[config.mk]
export PLATFORM = sky130hd
export DESIGN_NAME = seg7_scan_flat
export DESIGN_NICKNAME = d
export VERILOG_FILES = /design/src/rtl/seg7_scan_if.sv /design/src/rtl/seg7_scan.sv /design/src/flat_wrapper.sv
export SDC_FILE = /design/constraint.sdc
export NUM_CORES = 1
export LEC_CHECK = 0
export ABC_AREA = 1
export CORE_ASPECT_RATIO = 1.4
export CORE_MARGIN = 2
export CORE_UTILIZATION = 30
export DETAILED_ROUTE_END_ITERATION = 10
export GPL_ROUTABILITY_DRIVEN = 0
export PLACE_DENSITY = 0.49
export SYNTH_ARGS = -nofsm -noshare
export SYNTH_HDL_FRONTEND = slang
export SYNTH_SLANG_ARGS = --single-unit
[constraint.sdc]
create_clock -name clk -period 3.6 [get_ports clk]
set_input_delay 0.9 -clock clk [delete_from_list [all_inputs] [get_ports clk]]
set_output_delay 0.9 -clock clk [all_outputs]
set_load 0.02 [all_outputs]
[src/rtl/seg7_scan_if.sv]
`default_nettype none
// +----------------------------------------------------------------------------+
// | Module   : seg7_scan_if                                                    |
// | Purpose  : Bundle of the hex 7-segment scanner's data inputs and display   |
// |            outputs.                                                        |
// | Signals  : en      scan enable                                             |
// |            din     4*NDIG hex nibbles, din[4i+3:4i] -> digit i             |
// |            dp      per-digit decimal point                                 |
// |            blank   per-digit force-dark                                    |
// |            lz_sup  leading-zero suppression enable                         |
// |            RAZR    digit enables (one-hot when lit)                        |
// |            SEG     SEG[0..6]=a..g, SEG[7]=dp                               |
// |            frame   1-clk pulse when a new input snapshot is taken          |
// | Modports : master (drives inputs), slave (the scanner)                     |
// | Revision : 1.0  initial release                                            |
// +----------------------------------------------------------------------------+
interface seg7_scan_if #(
    parameter int NDIG = 8
) ();
    logic              en;
    logic [4*NDIG-1:0] din;
    logic [NDIG-1:0]   dp;
    logic [NDIG-1:0]   blank;
    logic              lz_sup;
    logic [NDIG-1:0]   RAZR;
    logic [7:0]        SEG;
    logic              frame;

    modport master (
        output en, din, dp, blank, lz_sup,
        input  RAZR, SEG, frame
    );

    modport slave (
        input  en, din, dp, blank, lz_sup,
        output RAZR, SEG, frame
    );
endinterface

`default_nettype wire

[src/rtl/seg7_scan.sv]
`default_nettype none
// +----------------------------------------------------------------------------+
// | Module   : seg7_scan                                                       |
// | Purpose  : Multiplexed hex 7-segment scanner for NDIG digits with          |
// |            selectable polarity, per-digit DP/blank, leading-zero           |
// |            suppression, anti-ghost blanking gap and a frame-coherent       |
// |            input snapshot.                                                 |
// | Ports    : clk   clock                                                     |
// |            rst   asynchronous reset, active-high                           |
// |            bus   seg7_scan_if.slave (en, din, dp, blank, lz_sup in;        |
// |                  RAZR, SEG, frame out)                                     |
// | Revision : 1.0  initial release                                            |
// +----------------------------------------------------------------------------+
module seg7_scan #(
    parameter int NDIG        = 8,
    parameter int CLK_DIV     = 3125,
    parameter int BLANK_CYC   = 16,
    parameter bit SEG_ACT_LOW = 1'b1,
    parameter bit DIG_ACT_LOW = 1'b1
) (
    input  wire logic  clk,
    input  wire logic  rst,
    seg7_scan_if.slave bus
);

    localparam int c_IDXW    = (NDIG > 1) ? $clog2(NDIG) : 1;
    localparam int c_CNT_MAX = (CLK_DIV > BLANK_CYC) ? CLK_DIV : BLANK_CYC;
    localparam int c_CNTW    = (c_CNT_MAX > 1) ? $clog2(c_CNT_MAX) : 1;

    localparam logic [c_CNTW-1:0] c_SHOW_LAST  = c_CNTW'(CLK_DIV - 1);
    localparam logic [c_CNTW-1:0] c_BLANK_LAST = c_CNTW'((BLANK_CYC > 0) ? BLANK_CYC - 1 : 0);
    localparam logic [c_IDXW-1:0] c_IDX_LAST   = c_IDXW'(NDIG - 1);
    localparam bit                c_HAS_BLANK  = (BLANK_CYC > 0);

    // Inactive levels; lit values are built active-high and XORed with these.
    localparam logic [7:0]      c_SEG_OFF = SEG_ACT_LOW ? 8'hFF : 8'h00;
    localparam logic [NDIG-1:0] c_DIG_OFF = DIG_ACT_LOW ? {NDIG{1'b1}} : {NDIG{1'b0}};

    typedef enum logic [1:0] {
        S_IDLE  = 2'd0,
        S_BLANK = 2'd1,
        S_SHOW  = 2'd2
    } state_t;

    state_t              r_state;
    logic [c_CNTW-1:0]   r_cnt;
    logic [c_IDXW-1:0]   r_idx;
    logic [4*NDIG-1:0]   r_din;
    logic [NDIG-1:0]     r_dp;
    logic [NDIG-1:0]     r_blank;
    logic                r_lz;
    logic [NDIG-1:0]     r_razr;
    logic [7:0]          r_seg;
    logic                r_frame;

    logic                w_show_end;
    logic                w_blank_end;
    logic                w_wrap;
    logic                w_take;
    logic [c_IDXW-1:0]   w_idx_inc;
    logic [c_IDXW-1:0]   w_show_idx;
    logic [4*NDIG-1:0]   w_din_v;
    logic [NDIG-1:0]     w_dp_v;
    logic [NDIG-1:0]     w_blank_v;
    logic                w_lz_v;
    logic                w_run;
    logic [NDIG-1:0]     w_sup;
    logic [3:0]          w_nib;
    logic                w_dark;
    logic [7:0]          w_seg_lit;
    logic [NDIG-1:0]     w_razr_lit;

    function automatic logic [6:0] hex7(input logic [3:0] n);
        case (n)
            4'h0:    hex7 = 7'h3F;
            4'h1:    hex7 = 7'h06;
            4'h2:    hex7 = 7'h5B;
            4'h3:    hex7 = 7'h4F;
            4'h4:    hex7 = 7'h66;
            4'h5:    hex7 = 7'h6D;
            4'h6:    hex7 = 7'h7D;
            4'h7:    hex7 = 7'h07;
            4'h8:    hex7 = 7'h7F;
            4'h9:    hex7 = 7'h6F;
            4'hA:    hex7 = 7'h77;
            4'hB:    hex7 = 7'h7C;
            4'hC:    hex7 = 7'h39;
            4'hD:    hex7 = 7'h5E;
            4'hE:    hex7 = 7'h79;
            default: hex7 = 7'h71;
        endcase
    endfunction

    // Outputs are registered together with the state they belong to, so the
    // value for a slot being entered is computed from the post-edge view: the
    // index it will show and the snapshot it will see (which may be captured
    // on this very edge when entering straight into SHOW).
    always_comb begin
        w_show_end  = (r_state == S_SHOW)  && (r_cnt == c_SHOW_LAST);
        w_blank_end = (r_state == S_BLANK) && (r_cnt == c_BLANK_LAST);
        w_wrap      = w_show_end && (r_idx == c_IDX_LAST);
        w_take      = bus.en && ((r_state == S_IDLE) || w_wrap);
        w_idx_inc   = w_wrap ? '0 : r_idx + 1'b1;

        case (r_state)
            S_IDLE:  w_show_idx = '0;
            S_SHOW:  w_show_idx = w_idx_inc;
            default: w_show_idx = r_idx;
        endcase

        w_din_v   = w_take ? bus.din    : r_din;
        w_dp_v    = w_take ? bus.dp     : r_dp;
        w_blank_v = w_take ? bus.blank  : r_blank;
        w_lz_v    = w_take ? bus.lz_sup : r_lz;

        // A digit is suppressed while the run of zero nibbles without DP,
        // counted from the most significant digit down, is still unbroken.
        w_sup = '0;
        w_run = w_lz_v;
        for (int i = NDIG - 1; i >= 1; i--) begin
            w_run    = w_run && (w_din_v[4*i +: 4] == 4'h0) && !w_dp_v[i];
            w_sup[i] = w_run;
        end

        w_nib      = w_din_v[{w_show_idx, 2'b00} +: 4];
        w_dark     = w_blank_v[w_show_idx] | w_sup[w_show_idx];
        w_seg_lit  = w_dark ? 8'h00 : {w_dp_v[w_show_idx], hex7(w_nib)};
        w_razr_lit = {{(NDIG-1){1'b0}}, 1'b1} << w_show_idx;
    end

    always_ff @(posedge clk or posedge rst) begin
        if (rst) begin
            r_state <= S_IDLE;
            r_cnt   <= '0;
            r_idx   <= '0;
            r_din   <= '0;
            r_dp    <= '0;
            r_blank <= '0;
            r_lz    <= 1'b0;
            r_razr  <= c_DIG_OFF;
            r_seg   <= c_SEG_OFF;
            r_frame <= 1'b0;
        end else begin
            r_frame <= 1'b0;

            if (w_take) begin
                r_din   <= bus.din;
                r_dp    <= bus.dp;
                r_blank <= bus.blank;
                r_lz    <= bus.lz_sup;
            end

            if (!bus.en) begin
                r_state <= S_IDLE;
                r_cnt   <= '0;
                r_idx   <= '0;
                r_razr  <= c_DIG_OFF;
                r_seg   <= c_SEG_OFF;
            end else begin
                case (r_state)
                    S_IDLE: begin
                        r_idx   <= '0;
                        r_cnt   <= '0;
                        r_frame <= 1'b1;
                        if (c_HAS_BLANK) begin
                            r_state <= S_BLANK;
                            r_razr  <= c_DIG_OFF;
                            r_seg   <= c_SEG_OFF;
                        end else begin
                            r_state <= S_SHOW;
                            r_razr  <= w_razr_lit ^ c_DIG_OFF;
                            r_seg   <= w_seg_lit ^ c_SEG_OFF;
                        end
                    end

                    S_BLANK: begin
                        if (w_blank_end) begin
                            r_state <= S_SHOW;
                            r_cnt   <= '0;
                            r_razr  <= w_razr_lit ^ c_DIG_OFF;
                            r_seg   <= w_seg_lit ^ c_SEG_OFF;
                        end else begin
                            r_cnt <= r_cnt + 1'b1;
                        end
                    end

                    S_SHOW: begin
                        if (w_show_end) begin
                            r_idx   <= w_idx_inc;
                            r_cnt   <= '0;
                            r_frame <= w_wrap;
                            if (c_HAS_BLANK) begin
                                r_state <= S_BLANK;
                                r_razr  <= c_DIG_OFF;
                                r_seg   <= c_SEG_OFF;
                            end else begin
                                r_state <= S_SHOW;
                                r_razr  <= w_razr_lit ^ c_DIG_OFF;
                                r_seg   <= w_seg_lit ^ c_SEG_OFF;
                            end
                        end else begin
                            r_cnt <= r_cnt + 1'b1;
                        end
                    end

                    default: begin
                        r_state <= S_IDLE;
                        r_cnt   <= '0;
                        r_idx   <= '0;
                        r_razr  <= c_DIG_OFF;
                        r_seg   <= c_SEG_OFF;
                    end
                endcase
            end
        end
    end

    assign bus.RAZR  = r_razr;
    assign bus.SEG   = r_seg;
    assign bus.frame = r_frame;

endmodule

`default_nettype wire

[src/flat_wrapper.sv]
// flat-port wrapper written by rule: the top's interface ports become plain ports
module seg7_scan_flat 
#(
    parameter int NDIG        = 8,
    parameter int CLK_DIV     = 3125,
    parameter int BLANK_CYC   = 16,
    parameter bit SEG_ACT_LOW = 1'b1,
    parameter bit DIG_ACT_LOW = 1'b1
)
  (clk, rst, bus_en, bus_din, bus_dp, bus_blank, bus_lz_sup, bus_RAZR, bus_SEG, bus_frame);
  seg7_scan_if #(.NDIG(NDIG)) bus_i ();
  input  wire logic clk;
  input  wire logic rst;
  input wire logic [$bits(bus_i.en)-1:0] bus_en;
  input wire logic [$bits(bus_i.din)-1:0] bus_din;
  input wire logic [$bits(bus_i.dp)-1:0] bus_dp;
  input wire logic [$bits(bus_i.blank)-1:0] bus_blank;
  input wire logic [$bits(bus_i.lz_sup)-1:0] bus_lz_sup;
  output wire logic [$bits(bus_i.RAZR)-1:0] bus_RAZR;
  output wire logic [$bits(bus_i.SEG)-1:0] bus_SEG;
  output wire logic [$bits(bus_i.frame)-1:0] bus_frame;
  assign bus_i.en = bus_en;
  assign bus_i.din = bus_din;
  assign bus_i.dp = bus_dp;
  assign bus_i.blank = bus_blank;
  assign bus_i.lz_sup = bus_lz_sup;
  assign bus_RAZR = bus_i.RAZR;
  assign bus_SEG = bus_i.SEG;
  assign bus_frame = bus_i.frame;
  seg7_scan #(.NDIG(NDIG), .CLK_DIV(CLK_DIV), .BLANK_CYC(BLANK_CYC), .SEG_ACT_LOW(SEG_ACT_LOW), .DIG_ACT_LOW(DIG_ACT_LOW)) u_core (.clk(clk), .rst(rst), .bus(bus_i));
endmodule
==> results by group, run 1 <==
Run status
  • Status: finished, final reports clean

Run
  • Max Cap Violations: 0

Global route
  • Grt total ovfl: 0
  • First-pass GRT wire length: 21.5 mm
  • Number of global-route vias before repair: 4298
  • Pin count of the biggest net entering global routing: 47
  • Gr usage total: 16.4%
  • Initial antenna violation count: 0

CTS
  • # clock sinks: 83
  • Max H-tree Level: 3
  • Worst-path clk slew: 0.06 ns
  • Worst-case clock buffer depth: 2
  • Postcts setup bufs: 0
  • Post-CTS resize count: 0
  • CTS root buf: clkbuf_16
  • Worst skew pair latency: 0.34 ns
  • Number of buffers inserted by hold repair at cts: 0
  • Clock buffer count from CTS: 9
  • CTS tree: done

Power and ir drop
  • Leak pwr: 2.95 nW
  • Share of power burned in registers: 37.3%
  • Psw: 0.000892 W
  • Combinational share of power: 25.2%
  • Power share of the clock group: 37.5%
  • PwrDens: 487 nW/um^2
  • Net Sw Frac: 30.5%
  • Max IR drop VDD: 0.000207 V
  • P_int: 0.00204 W
  • Final Power: 0.00293 W

Die
  • Starting density of the core: 30.4%
  • Die H: 152 um
  • Rows: 54
  • IO Count: 69
  • Die width: 110 um
  • Core Region: 15500 um^2
  • Die footprint: 16700 um^2

Route
  • Via count: 4187
  • Wirelength per Cell: 14.1 um
  • TritonRoute pass-1 iters: 6
  • Wirelength, routed: 12.8 mm
  • Starting DRC count in detailed routing: 244
  • Post-route DRC: 0
  • Vias per cell: 4.60
  • Routed Antenna Nets: 0

Setup path
  • Crit-path cells: inv_1 > ha_1 > nand2_2 > nor2_4 > nand4_4 > nand2_4 > nand2_4 > nand2_1 > nand2_1 > o21ai_1 > inv_1 > nand2_1 > nand2_1 > ha_1 > nand3_1 > nor2_1 > nor2_1 > nand2_1 > nor2_1 > nor2_1
  • Slowest CP cell: dfrtp_1
  • Most frequent CP cell: nand2_1
  • Worst path max stage delay: 0.38 ns
  • Crit-path max FO: 38
  • Crit Path Category: reg2reg
  • Worst path required time: 3.87 ns
  • Delay-heaviest family, CP: simple AND/OR/NAND/NOR gates
  • Arr. time, crit path: 3.48 ns
  • Critical path buffers and inverters: 2
  • Startpoint types: flip-flop
  • CP Capture Type: flip-flop

Timing
  • Period minus WS final: 3.22 ns
  • Skew final: 0.00758 ns
  • Final slew viol count: 0
  • Fmax: 311 MHz
  • Headroom to the max-slew limit: 53.3%
  • Worst slew pin tran: 0.700 ns
  • RSZ-0062 raised after global routing: no
  • Worst hold slack: 0.469 ns
  • Setup TNS Final: 0 ns
  • Tcrit/Tclk final: 89.3%
  • Fin. Hold Viols: 0
  • Final setup fails: 0

Placement
  • Placed Cells: 894
  • IO buf count: 68
  • HPWL after detailed placement: 9.82 mm

Synth
  • Synthesis Warnings: 0
  • Sequential area share after synthesis: 44.6%
  • Mean Syn Cell Area: 7.42 um^2
  • Syn nets: 698
  • #FFs+latches synth: 83
  • Mapped cell area: 4700 um^2
  • Synth Instances: 634
  • Synth cell types: 36

Hold path
  • Hold Crit Class: reg2reg

Final layout
  • Filler instances: 1622
  • Non-filler instance count after layout: 910
  • # diodes: 0
  • Net count, final: 773
  • Area Growth Syn to Fin: 27.8%
  • Fraction of layout cells with a size suffix above 1: 11.5%
[Yosys cell counts]
master | instances | share of area (%)
nor3_1 | 7 | 0.74
a21oi_1 | 10 | 1.1
nand3b_1 | 10 | 1.6
nor2_1 | 71 | 5.7
buf_2 | 7 | 0.74
xnor2_1 | 1 | 0.19
nand2_2 | 10 | 1.3
a31oi_1 | 9 | 1.2
nor3b_1 | 1 | 0.16
o21bai_1 | 2 | 0.32
o21ai_4 | 1 | 0.35
clkbuf_1 | 6 | 0.48
buf_6 | 5 | 1.2
nand3_1 | 53 | 5.6
nor2_4 | 1 | 0.24
xor2_1 | 6 | 1.1
dfstp_2 | 16 | 8.9
o21ai_0 | 10 | 1.1
or2_1 | 1 | 0.13
nand3_2 | 2 | 0.43
o211a_1 | 1 | 0.21
buf_4 | 1 | 0.16
dfrtp_1 | 67 | 36
nand2_1 | 200 | 16
buf_1 | 1 | 0.080
nor2_2 | 8 | 1.1
o21ai_1 | 17 | 1.8
inv_1 | 80 | 6.4
o21ai_2 | 3 | 0.56
nand2_4 | 3 | 0.72
ha_1 | 12 | 3.2
clkinv_1 | 1 | 0.080
nand4_4 | 1 | 0.45
nor4_1 | 2 | 0.27
nand4_1 | 4 | 0.53
inv_2 | 4 | 0.32
[state kept, by name (all words and copies together), names as in the netlist]
name	count
u_core.r_din	32
u_core.r_cnt	12
u_core.bus.RAZR	8
u_core.bus.SEG	8
u_core.r_blank	8
u_core.r_dp	8
u_core.r_idx	3
u_core.r_state	2
u_core.bus.frame	1
u_core.r_lz	1
[layout by cell type (no fill, tap or decap), drive strengths merged]
master,count
clkinv,3
o211a,1
dfrtp,67
bufinv,3
inv,84
nand3b,10
a31oi,9
nor2,80
nor3,7
nand3,55
clkbuf,11
buf,16
a21oi,10
o21bai,2
clkdlybuf4s50,68
xor2,6
nor4,2
nand2,213
o21ai,31
nand4,5
ha,12
or2,1
dfstp,16
nor3b,1
xnor2,1
[layout make-up]
class                   count  area (um^2)  area share (%)
multi-input cells         446         2160            36.0
flip-flops and latches     83         2100            34.9
repair buffers             84          826            13.7
inverters                  85          320            5.33
clock buffers              11          253            4.20
well taps                 196          245            4.08
clock inverters             5          108            1.79
[cells by family (layout without fill, tap and decap cells)]
group	after synthesis	in the layout	share of synthesized area (%)
AND/OR/NAND/NOR	374	374	34.9
buffers and inverters	105	185	9.44
flip-flops	83	83	44.6
AO/OA/AOI/OAI	53	53	6.57
adder cells (fa/ha/maj)	12	12	3.19
XOR/XNOR	7	7	1.30
[path summary, 6_finish.rpt]
check,cells past startpoint,to,slack (ns),start
max reg2reg,20,u_core.bus.SEG[1]$_DFFE_PP1P_,0.38,u_core.r_state[0]$_DFFE_PP0P_
min in group asynchronous,2,u_core.r_dp[3]$_DFF_PP0_,0.97,rst
min,2,u_core.r_din[1]$_DFF_PP0_,0.47,u_core.r_din[1]$_DFF_PP0_
max,20,u_core.bus.SEG[1]$_DFFE_PP1P_,0.38,u_core.r_state[0]$_DFFE_PP0P_
max in group asynchronous,3,u_core.bus.SEG[7]$_DFFE_PP1P_,1.89,rst
min reg2reg,2,u_core.r_din[1]$_DFF_PP0_,0.47,u_core.r_din[1]$_DFF_PP0_
[routing by layer]
metal / global-route usage (%) / part of all wire (%) / vias to the layer above
met2: 29.2 / 53 / 82
met1: 19.4 / 42 / 1961
met5: 0 / 0 / -
met3: 2.57 / 3.6 / 19
met4: 5.91 / 2.3 / 0
li1: - / - / 2125
[power by group through the flow]
stage               Clock [W]  Sequential, W  Combinational, W
global placement            0        0.00111          0.000734
global route          0.00117        0.00111          0.000844
finish                0.00110        0.00109          0.000739
CTS                   0.00113        0.00109          0.000744
floorplan                   0        0.00111          0.000513
detailed placement          0        0.00111          0.000740
[worst reg2reg max path, stage by stage, from the launching register on]
cell and delay [ns]:
dfrtp_1 0.38, inv_1 0.09, ha_1 0.33, nand2_2 0.11, nor2_4 0.14, nand4_4 0.13, nand2_4 0.16, nand2_4 0.28
nand2_1 0.16, nand2_1 0.13, o21ai_1 0.18, inv_1 0.05, nand2_1 0.08, nand2_1 0.12, ha_1 0.29, nand3_1 0.11
nor2_1 0.05, nor2_1 0.11, nand2_1 0.08, nor2_1 0.10, nor2_1 0.05
[stage by stage]
stage	util (%)	cell area, um^2	setup WS [ns]
floorplan	-	4700	0.590
global placement	36.5	5650	0.333
detailed placement	36.5	5650	0.296
CTS	38.9	6010	0.365
global route	38.9	6010	0.00546
finish	38.9	6010	0.385
Power figures use the tool's default switching activity.
==> inputs of run 2 (changes only) <==
--- a/config.mk
+++ b/config.mk
@@ -8,10 +8,11 @@
 export ABC_AREA = 1
 export CORE_ASPECT_RATIO = 1.4
 export CORE_MARGIN = 2
-export CORE_UTILIZATION = 30
+export CORE_UTILIZATION = 31
 export DETAILED_ROUTE_END_ITERATION = 10
 export GPL_ROUTABILITY_DRIVEN = 0
-export PLACE_DENSITY = 0.49
+export PLACE_DENSITY = 0.51
+export SLEW_MARGIN = 5
 export SYNTH_ARGS = -nofsm -noshare
 export SYNTH_HDL_FRONTEND = slang
 export SYNTH_SLANG_ARGS = --single-unit
==> results by group, run 2 (synthesized netlist as in run 1, its figures left out) <==
Run status
  • Status: finished, final reports clean

Timing
  • Headroom to the max-slew limit: 56.8% (+3.5 points)
  • Fin. Hold Viols: 0 (unchanged)
  • Setup TNS Final: 0 ns (unchanged)
  • RSZ-0062 raised after global routing: no
  • Period minus WS final: 3.20 ns (-0.0186 ns)
  • Final setup fails: 0 (unchanged)
  • Final slew viol count: 0 (unchanged)
  • Tcrit/Tclk final: 88.8% (-0.52 points)
  • Worst slew pin tran: 0.648 ns (-0.0527 ns)
  • Skew final: 0.00668 ns (-0.000902 ns)
  • Fmax: 313 MHz (+0.58%)

CTS
  • Worst skew pair latency: 0.35 ns (about the same)
  • CTS root buf: clkbuf_16
  • # clock sinks: 83 (unchanged)
  • CTS tree: done
  • Clock buffer count from CTS: 9 (unchanged)
  • Max H-tree Level: 3 (unchanged)
  • Postcts setup bufs: 0 (unchanged)
  • Worst-case clock buffer depth: 2 (unchanged)
  • Number of buffers inserted by hold repair at cts: 0 (unchanged)
  • Worst-path clk slew: 0.07 ns (about the same)
  • Post-CTS resize count: 0 (unchanged)

Global route
  • Number of global-route vias before repair: 4368 (+1.6%)
  • Pin count of the biggest net entering global routing: 39 (-17%)
  • Initial antenna violation count: 0 (unchanged)
  • Gr usage total: 17.3% (+0.93 points)
  • Grt total ovfl: 0 (unchanged)
  • First-pass GRT wire length: 21.8 mm (+1.4%)

Die
  • Core Region: 14900 um^2 (-3.6%)
  • Die H: 150 um (-1.6%)
  • Rows: 53 (-1.9%)
  • Die width: 108 um (-1.6%)
  • IO Count: 69 (unchanged)
  • Die footprint: 16200 um^2 (-3.1%)
  • Starting density of the core: 31.5% (+1.1 points)

Setup path
  • Flop2flop setup slack: 0.40 ns (+0.02 ns)
  • Startpoint types: flip-flop
  • CP Capture Type: flip-flop
  • Slowest CP cell: a21oi_1
  • Most frequent CP cell: nor2_1
  • Delay-heaviest family, CP: simple AND/OR/NAND/NOR gates
  • Worst path required time: 3.88 ns (about the same)
  • Critical path buffers and inverters: 4 (+2)
  • Crit Path Category: reg2reg
  • Arr. time, crit path: 3.48 ns (about the same)
  • Worst path max stage delay: 0.46 ns (+0.08 ns)
  • Crit-path max FO: 7 (-82%)
  • Crit-path cells: inv_1 > ha_1 > nor2_1 > a21oi_1 > inv_1 > nor2_1 > buf_4 > nand2_1 > nand3_1 > nor2_1 > nor2_2 > ha_1 > inv_1 > nand3_1 > nand3_1 > nand2_1 > nor2_1 > nor2_1

Route
  • Starting DRC count in detailed routing: 204 (-16%)
  • Routed Antenna Nets: 0 (unchanged)
  • Vias per cell: 4.64 (+0.74%)
  • TritonRoute pass-1 iters: 6 (unchanged)
  • Via count: 4204 (+0.41%)
  • Wirelength per Cell: 14.7 um (+4.2%)
  • Wirelength, routed: 13.3 mm (+3.9%)
  • Post-route DRC: 0 (unchanged)

Placement
  • HPWL after detailed placement: 9.91 mm (+0.94%)
  • IO buf count: 68 (unchanged)
  • Placed Cells: 891 (-0.34%)

Hold path
  • Hold Crit Class: reg2reg

Final layout
  • Largest register FFs: 32 (unchanged)
  • Fraction of layout cells with a size suffix above 1: 11.6% (+0.12 points)
  • Most common cell after layout, fill and taps aside: nand2_1
  • Most frequent cells in the layout: nand2_1 (200), inv_1 (79), nor2_1 (71), clkdlybuf4s50_1 (68), dfrtp_1 (67)
  • Non-filler instance count after layout: 907 (-0.33%)
  • Net count, final: 774 (+0.13%)
  • Biggest register: u_core.r_din
  • # diodes: 0 (unchanged)
  • Top flop regs: u_core.r_din x32, u_core.r_cnt x12
  • Area Growth Syn to Fin: 26.9%

Run
  • Max Cap Violations: 0 (unchanged)

Power and ir drop
  • PwrDens: 468 nW/um^2 (-4.1%)
  • Max IR drop VDD: 0.000202 V (-2.4%)
  • Leak pwr: 2.92 nW (-1.1%)
==> run 2: layout make-up <==
type / count / area [um^2]
Tap cell: 192 / 240
Clock inverter: 7 / 77.6
Fill cell: 1589 / 8950
Multi-Input combinational cell: 446 / 2160
Clock buffer: 9 / 225
Timing Repair Buffer: 85 / 846
Inverter: 85 / 320
Sequential cell: 83 / 2100
==> run 2: path summary, 6_finish.rpt <==
path	cells past startpoint	from	endpoint
worst max-delay path	18	u_core.r_state[0]$_DFFE_PP0P_	u_core.bus.SEG[5]$_DFFE_PP1P_
worst min-delay path	2	u_core.r_blank[0]$_DFF_PP0_	u_core.r_blank[0]$_DFF_PP0_
worst max register to register	18	u_core.r_state[0]$_DFFE_PP0P_	u_core.bus.SEG[5]$_DFFE_PP1P_
worst min register to register	2	u_core.r_blank[0]$_DFF_PP0_	u_core.r_blank[0]$_DFF_PP0_
max in group asynchronous	3	rst	u_core.bus.RAZR[1]$_DFFE_PP1P_
min in group asynchronous	2	rst	u_core.r_din[20]$_DFF_PP0_
==> run 2: per-layer routing <==
layer | wire length [um] | share of wire, % | vias to the layer above | GRT usage, %
met3 | 576 | 4.3 | 10 | 2.87
met1 | 5840 | 44 | 1989 | 21.3
li1 | - | - | 2116 | -
met4 | 146 | 1.1 | 0 | 4.62
met2 | 6740 | 51 | 89 | 31.1
met5 | 0 | 0 | - | 0
==> run 2: worst reg2reg max path, cell delays in order, from the launching register on <==
cell     delay (ns)
dfrtp_1        0.39
inv_1          0.10
ha_1           0.34
nor2_1         0.16
a21oi_1        0.46
inv_1          0.14
nor2_1         0.17
buf_4          0.18
nand2_1        0.06
nand3_1        0.12
nor2_1         0.07
nor2_2         0.22
ha_1           0.23
inv_1          0.07
nand3_1        0.11
nand3_1        0.09
nand2_1        0.08
nor2_1         0.06
nor2_1         0.09
==> run 2: through the flow <==
step	hold WS, ns	worst slack (ns)	util (%)	power, W	cell area (um^2)
final	0.479	0.404	40.0	0.00279	5970
after global routing	0.510	0.0407	40.0	0.00296	5970
after CTS	0.484	0.392	40.0	0.00281	5970
after detailed placement	0.467	0.359	38.0	0.00186	5670
after global placement	0.458	0.417	38.0	0.00185	5670
after floorplan	0.438	0.590	-	0.00162	4700
==> run 2: where the power goes <==
group          switching [W]  internal (W)
logic               0.000483      0.000269
registers          0.0000397       0.00106
clock network       0.000402      0.000541
